$ cat config.mk
export PLATFORM = sky130hd
export DESIGN_NAME = uart_oversampled_rx_flat
export DESIGN_NICKNAME = d
export VERILOG_FILES = /design/src/rtl/uart_pkg.sv /design/src/rtl/uart_oversampled_rx_if.sv /design/src/rtl/uart_rx_sync.sv /design/src/rtl/uart_oversampled_rx.sv /design/src/flat_wrapper.sv
export SDC_FILE = /design/constraint.sdc
export NUM_CORES = 1
export LEC_CHECK = 0
export ABC_AREA = 1
export ABC_CLOCK_PERIOD_IN_PS = 3900
export CORE_MARGIN = 5
export CORE_UTILIZATION = 58
export DETAILED_ROUTE_END_ITERATION = 8
export GPL_TIMING_DRIVEN = 0
export PLACE_DENSITY = 0.88
export SYNTH_ARGS = -nofsm -noshare
export SYNTH_HDL_FRONTEND = slang
export SYNTH_SLANG_ARGS = --single-unit
$ cat constraint.sdc
create_clock -name clk -period 3.9 [get_ports clk]
set_input_delay 1.17 -clock clk [delete_from_list [all_inputs] [get_ports clk]]
set_output_delay 1.17 -clock clk [all_outputs]
set_load 0.01 [all_outputs]
$ cat src/rtl/uart_pkg.sv
// Shared UART types and default configuration for the receive engine.
package uart_pkg;

  localparam int unsigned UART_OVERSAMPLE = 16;
  localparam int unsigned UART_DATA_BITS  = 8;

  typedef enum logic [2:0] {
    RX_IDLE,
    RX_START,
    RX_DATA,
    RX_PARITY,
    RX_STOP
  } type_uart_rx_state_e;

endpackage

$ cat src/rtl/uart_oversampled_rx_if.sv
// Bus-side signals of the oversampling UART receiver.
// Parity port pair is present only when UART_RX_PARITY_EN is defined.
interface uart_oversampled_rx_if
  import uart_pkg::*;
#(
  parameter int unsigned DATA_BITS = UART_DATA_BITS
);

  logic                 rd_data_rx;
  logic                 err_clr;
  logic [DATA_BITS-1:0] rx_data;
  logic                 rx_valid;
  logic                 rx_complete;
  logic                 busy_rx;
  logic                 frame_err;
  logic                 overrun;
`ifdef UART_RX_PARITY_EN
  logic                 parity_odd;
  logic                 parity_err;

  modport master (
    input  rd_data_rx, err_clr, parity_odd,
    output rx_data, rx_valid, rx_complete, busy_rx, frame_err, overrun, parity_err
  );
  modport slave (
    output rd_data_rx, err_clr, parity_odd,
    input  rx_data, rx_valid, rx_complete, busy_rx, frame_err, overrun, parity_err
  );
`else
  modport master (
    input  rd_data_rx, err_clr,
    output rx_data, rx_valid, rx_complete, busy_rx, frame_err, overrun
  );
  modport slave (
    output rd_data_rx, err_clr,
    input  rx_data, rx_valid, rx_complete, busy_rx, frame_err, overrun
  );
`endif

endinterface

$ cat src/rtl/uart_rx_sync.sv
// Two-flop synchroniser for the serial line; resets to the idle (high) level.
module uart_rx_sync (
  input  logic clk,
  input  logic rst,
  input  logic s_in,
  output logic line
);

  logic [1:0] sync_q;
  logic [1:0] sync_d;

  always_comb sync_d = {sync_q[0], s_in};

  always_ff @(posedge clk) begin
    if (rst) sync_q <= 2'b11;
    else     sync_q <= sync_d;
  end

  assign line = sync_q[1];

endmodule

$ cat src/rtl/uart_oversampled_rx.sv
// Oversampling UART receive engine: start validation, mid-bit sampling, holding register.
// Optional parity checking is compiled in with UART_RX_PARITY_EN.
module uart_oversampled_rx
  import uart_pkg::*;
#(
  parameter int unsigned OVERSAMPLE = UART_OVERSAMPLE,
  parameter int unsigned DATA_BITS  = UART_DATA_BITS
) (
  input  logic clk,
  input  logic rst,
  input  logic baud_tick,
  input  logic s_in,
  input  logic two_stop_bits,
  uart_oversampled_rx_if.master bus
);

  localparam int unsigned TW = $clog2(OVERSAMPLE);
  localparam int unsigned BW = $clog2(DATA_BITS) + 1;
  localparam logic [TW-1:0] T_MID   = TW'(OVERSAMPLE / 2 - 1);
  localparam logic [TW-1:0] T_END   = TW'(OVERSAMPLE - 1);
  localparam logic [BW-1:0] B_LAST  = BW'(DATA_BITS - 1);

  logic line;

  uart_rx_sync u_sync (
    .clk  (clk),
    .rst  (rst),
    .s_in (s_in),
    .line (line)
  );

  type_uart_rx_state_e  state_q, state_d;
  logic [TW-1:0]        tcnt_q, tcnt_d;
  logic [BW-1:0]        bcnt_q, bcnt_d;
  logic [DATA_BITS-1:0] shreg_q, shreg_d;
  logic [DATA_BITS-1:0] rx_data_q, rx_data_d;
  logic                 armed_q, armed_d;
  logic                 rx_valid_q, rx_valid_d;
  logic                 rx_complete_q, rx_complete_d;
  logic                 busy_q, busy_d;
  logic                 frame_err_q, frame_err_d;
  logic                 overrun_q, overrun_d;
  logic                 parity_err_q, parity_err_d;
  logic                 done, fe_set, ov_set, pe_set;

  always_comb begin
    state_d       = state_q;
    tcnt_d        = tcnt_q;
    bcnt_d        = bcnt_q;
    shreg_d       = shreg_q;
    rx_data_d     = rx_data_q;
    armed_d       = armed_q;
    rx_valid_d    = rx_valid_q;
    rx_complete_d = 1'b0;
    frame_err_d   = frame_err_q;
    overrun_d     = overrun_q;
    parity_err_d  = parity_err_q;
    done          = 1'b0;
    fe_set        = 1'b0;
    ov_set        = 1'b0;
    pe_set        = 1'b0;

    // All sampling and counting advances only on oversample ticks.
    if (baud_tick) begin
      tcnt_d = tcnt_q + 1'b1;
      if (line) armed_d = 1'b1;
      case (state_q)
        RX_IDLE: begin
          if (!line && armed_q) begin
            state_d = RX_START;
            tcnt_d  = '0;
          end
        end
        RX_START: begin
          if (tcnt_q == T_MID) begin
            if (!line) begin
              state_d = RX_DATA;
              tcnt_d  = '0;
              bcnt_d  = '0;
            end else begin
              state_d = RX_IDLE;
            end
          end
        end
        RX_DATA: begin
          if (tcnt_q == T_END) begin
            shreg_d = {line, shreg_q[DATA_BITS-1:1]};
            bcnt_d  = bcnt_q + 1'b1;
            if (bcnt_q == B_LAST) begin
              bcnt_d = '0;
`ifdef UART_RX_PARITY_EN
              state_d = RX_PARITY;
`else
              state_d = RX_STOP;
`endif
            end
          end
        end
`ifdef UART_RX_PARITY_EN
        RX_PARITY: begin
          if (tcnt_q == T_END) begin
            if (line != ((^shreg_q) ^ bus.parity_odd)) pe_set = 1'b1;
            state_d = RX_STOP;
          end
        end
`endif
        RX_STOP: begin
          if (tcnt_q == T_END) begin
            if (!line) fe_set = 1'b1;
            if (two_stop_bits && (bcnt_q == '0)) begin
              bcnt_d = BW'(1);
            end else begin
              state_d = RX_IDLE;
              done    = 1'b1;
            end
          end
        end
        default: state_d = RX_IDLE;
      endcase
    end

    // A read in the completion cycle frees the holding register for the new byte.
    if (bus.rd_data_rx) rx_valid_d = 1'b0;
    if (done) begin
      rx_complete_d = 1'b1;
      if (!rx_valid_q || bus.rd_data_rx) begin
        rx_data_d  = shreg_q;
        rx_valid_d = 1'b1;
      end else begin
        ov_set = 1'b1;
      end
    end

    if (bus.err_clr) begin
      frame_err_d  = 1'b0;
      overrun_d    = 1'b0;
      parity_err_d = 1'b0;
    end
    if (fe_set) frame_err_d  = 1'b1;
    if (ov_set) overrun_d    = 1'b1;
    if (pe_set) parity_err_d = 1'b1;

    busy_d = (state_d != RX_IDLE);
  end

  always_ff @(posedge clk) begin
    if (rst) begin
      state_q       <= RX_IDLE;
      tcnt_q        <= '0;
      bcnt_q        <= '0;
      shreg_q       <= '0;
      rx_data_q     <= '0;
      armed_q       <= 1'b0;
      rx_valid_q    <= 1'b0;
      rx_complete_q <= 1'b0;
      busy_q        <= 1'b0;
      frame_err_q   <= 1'b0;
      overrun_q     <= 1'b0;
      parity_err_q  <= 1'b0;
    end else begin
      state_q       <= state_d;
      tcnt_q        <= tcnt_d;
      bcnt_q        <= bcnt_d;
      shreg_q       <= shreg_d;
      rx_data_q     <= rx_data_d;
      armed_q       <= armed_d;
      rx_valid_q    <= rx_valid_d;
      rx_complete_q <= rx_complete_d;
      busy_q        <= busy_d;
      frame_err_q   <= frame_err_d;
      overrun_q     <= overrun_d;
      parity_err_q  <= parity_err_d;
    end
  end

  assign bus.rx_data     = rx_data_q;
  assign bus.rx_valid    = rx_valid_q;
  assign bus.rx_complete = rx_complete_q;
  assign bus.busy_rx     = busy_q;
  assign bus.frame_err   = frame_err_q;
  assign bus.overrun     = overrun_q;
`ifdef UART_RX_PARITY_EN
  assign bus.parity_err  = parity_err_q;
`else
  logic unused_parity;
  assign unused_parity = parity_err_q | parity_err_d;
`endif

endmodule
$ cat src/flat_wrapper.sv
// flat-port wrapper written by rule: the top's interface ports become plain ports
module uart_oversampled_rx_flat import uart_pkg::*;
#(
  parameter int unsigned OVERSAMPLE = UART_OVERSAMPLE,
  parameter int unsigned DATA_BITS  = UART_DATA_BITS
)
  (clk, rst, baud_tick, s_in, two_stop_bits, bus_rd_data_rx, bus_err_clr, bus_rx_data, bus_rx_valid, bus_rx_complete, bus_busy_rx, bus_frame_err, bus_overrun);
  uart_oversampled_rx_if #(.DATA_BITS(DATA_BITS)) bus_i ();
  input  logic clk;
  input  logic rst;
  input  logic baud_tick;
  input  logic s_in;
  input  logic two_stop_bits;
  input wire logic [$bits(bus_i.rd_data_rx)-1:0] bus_rd_data_rx;
  input wire logic [$bits(bus_i.err_clr)-1:0] bus_err_clr;
  output wire logic [$bits(bus_i.rx_data)-1:0] bus_rx_data;
  output wire logic [$bits(bus_i.rx_valid)-1:0] bus_rx_valid;
  output wire logic [$bits(bus_i.rx_complete)-1:0] bus_rx_complete;
  output wire logic [$bits(bus_i.busy_rx)-1:0] bus_busy_rx;
  output wire logic [$bits(bus_i.frame_err)-1:0] bus_frame_err;
  output wire logic [$bits(bus_i.overrun)-1:0] bus_overrun;
  assign bus_i.rd_data_rx = bus_rd_data_rx;
  assign bus_i.err_clr = bus_err_clr;
  assign bus_rx_data = bus_i.rx_data;
  assign bus_rx_valid = bus_i.rx_valid;
  assign bus_rx_complete = bus_i.rx_complete;
  assign bus_busy_rx = bus_i.busy_rx;
  assign bus_frame_err = bus_i.frame_err;
  assign bus_overrun = bus_i.overrun;
  uart_oversampled_rx #(.OVERSAMPLE(OVERSAMPLE), .DATA_BITS(DATA_BITS)) u_core (.clk(clk), .rst(rst), .baud_tick(baud_tick), .s_in(s_in), .two_stop_bits(two_stop_bits), .bus(bus_i));
endmodule
==> results.toml <==
[logic_synthesis]
yosysWarnings = 0
synth_area_leader_cell = "dfxtp_1"
synth.area.top_cells = "dfxtp_1 (45%), nand2_1 (9.3%), inv_1 (6.9%), o21ai_0 (6.4%), nor2_1 (5.5%)"
synth_top_area_share = 0.446
synth.distinct_cells = 28
synthCells = 212
synth-seq-cells = 35
avgSynthCellArea_sq_um = 7.42
syn_nets = 222
yosysSeqAreaShare = 0.446
netlist_area_sq_mm = 0.00157

[power_and_ir_drop]
ir_drop_uv = 307
p_total_mw = 0.612
power_density_mw_per_mm2 = 330
p_leak_nw = 0.813

[timing]
skew_ps = 9.37
post-route-period-util = 0.623
fin_tns_setup_ps = 0
rsz0062_at_grt = "no"
finalCriticalPeriod_ps = 2430
fmax_mhz = 412
finalSetupViolCount = 0
tightest_slew_ps = 439
hold_viol = 0
slew_viol_final = 0
worst_slack_ps = 1470
maxSlewHeadroom = 0.707

[cells_and_area]
fin_area_sq_mm = 0.00185
layout_commonest_cell = "nand2_1"
diodes = 0
synthToLayoutAreaGrowth_pct = 17.9
drive_gt1_frac = 0.130
final_core_util = 0.729
layout_common_cells = "nand2_1 (39), dfxtp_1 (35), inv_1 (29), nor2_1 (23), o21ai_0 (20)"
num-nets-final = 247

[floorplan]
ios = 20
fp.dieW_um = 62.1
dieArea_sq_mm = 0.00385
core_area_sq_mm = 0.00254
rows = 18
start_util = 0.618
die-height_um = 62.1

[critical_path]
cp_cell_sequence = "clkdlybuf4s50_1"
crit_fanout = 2
r2r-start = "u_core.tcnt_q[1]$_SDFFE_PP0P_"
slowest_delay_ps = 550
critPathKind = "reg2out"
cp_num_buf_inv = 1
cp-end-kind = "output port"
startpoint = "u_core.bus.frame_err$_SDFFE_PP0P_"
critical_path_required_ps = 2730
cp_top_family = "buffers and inverters"
cpMaxStageDelayCell = "clkdlybuf4s50_1"
worst_ep_arrival_time_ps = 1260
rrSetupSlack_ps = 2300
critPathLaunchType = "flop"

[cts]
cts_sinks = 35
cts_tree = "built"
root_buffer = "clkbuf_4"
ctsLongestPathBuffers = 2
htreeDepth = 2
cts_hold_buf = 0
clk_pin_slew_ps = 110
clk_latency_ps = 350
cts_buffers = 5
post_cts_buffers = 0
cts_resized = 0

[detailed_routing]
wire_per_inst_um = 12.1
dr.pass1.iters = 4
vias = 1374
avgViaCountPerCell = 5.13
drt_wl_total_mm = 3.26
drt_iter0_drc = 60
drc = 0
antenna_left = 0

[placement]
placed_area_sq_mm = 0.00179
io_buffers = 18
dp_hpwl_mm = 2.36
dp_worst_setup_slack_ps = 1350
place.gp.congestion = 0.997

[flow_run]
maxCapViolations = 0

[global_route]
grtUsageMet1 = 0.284
grt_max_degree = 12
met2_usage = 0.294
first_global_vias = 1276
top_usage_layer = "met2"
antenna_found_initial = 0
grtUsageTotal = 0.212
grt_overflow = 0
grt_pass1_wl_mm = 5.76
groute.layer.met3.usage = 0.0868

[outcome]
status = "finished clean"

[hold_path]
worst_hold_startpoint = "u_core.u_sync.sync_q[0]$_SDFF_PP1_"
hp-class = "reg2reg"
layer usage:
metal	share of wire	up-vias
met5	0	-
met4	0.021	0
met2	0.44	44
li1	-	720
met3	0.074	7
met1	0.47	603
cell usage after synthesis (all sizes together):
master / n
buf: 3
o21ai: 23
nand4: 1
or2: 2
a21oi: 19
nor2: 27
inv: 33
nor3b: 1
ha: 3
nand3: 14
xor2: 2
clkinv: 1
nand2: 43
dfxtp: 35
clkbuf: 2
nor3: 2
a32oi: 1
registers in the layout (all words and copies together), names as in the netlist:
signal	cells
u_core.bus.frame_err	1
u_core.state_q	3
u_core.armed_q	1
u_core.bus.rx_complete	1
u_core.u_sync.sync_q	2
u_core.bus.rx_data	8
u_core.bus.busy_rx	1
u_core.bus.overrun	1
u_core.shreg_q	8
u_core.bus.rx_valid	1
u_core.bcnt_q	4
u_core.tcnt_q	4
power breakdown:
part	internal (mW)	switching, mW
clock	0.0894	0.125
combinational	0.0132	0.0193
sequential	0.362	0.00345
total	0.464	0.147
area by class of cell:
cell class                      instances  area [sq um]
Multi-Input combinational cell        138           711
Sequential cell                        35           701
Fill cell                             214           691
Timing Repair Buffer                   18           180
Inverter                               34           133
Clock buffer                            7          55.1
Tap cell                               30          37.5
Buffer                                  5          28.8
Clock inverter                          1          8.76
metrics by stage:
step / hold WS (ps) / instances
floorplan: 389 / 212
global placement: 392 / 260
detailed placement: 403 / 260
CTS: 428 / 268
global route: 458 / 268
finish: 421 / 268
path summary, 6_finish.rpt:
check,endpoint,cells after the start
max,bus_frame_err,1
min reg2reg,u_core.u_sync.sync_q[1]$_SDFF_PP1_,1
min,u_core.u_sync.sync_q[1]$_SDFF_PP1_,1
max reg2reg,u_core.bus.rx_data[6]$_SDFFE_PP0P_,9
cell families after synthesis:
kind of cell	share of synthesized area
and+or+nand+nor	0.268
AOI/OAI and AO/OA	0.149
buffers and inverters	0.103
DFF	0.446
adders and majority gates	0.0239
xor gates and xnor gates	0.0111
No activity file was read; power rests on OpenSTA's default activity.
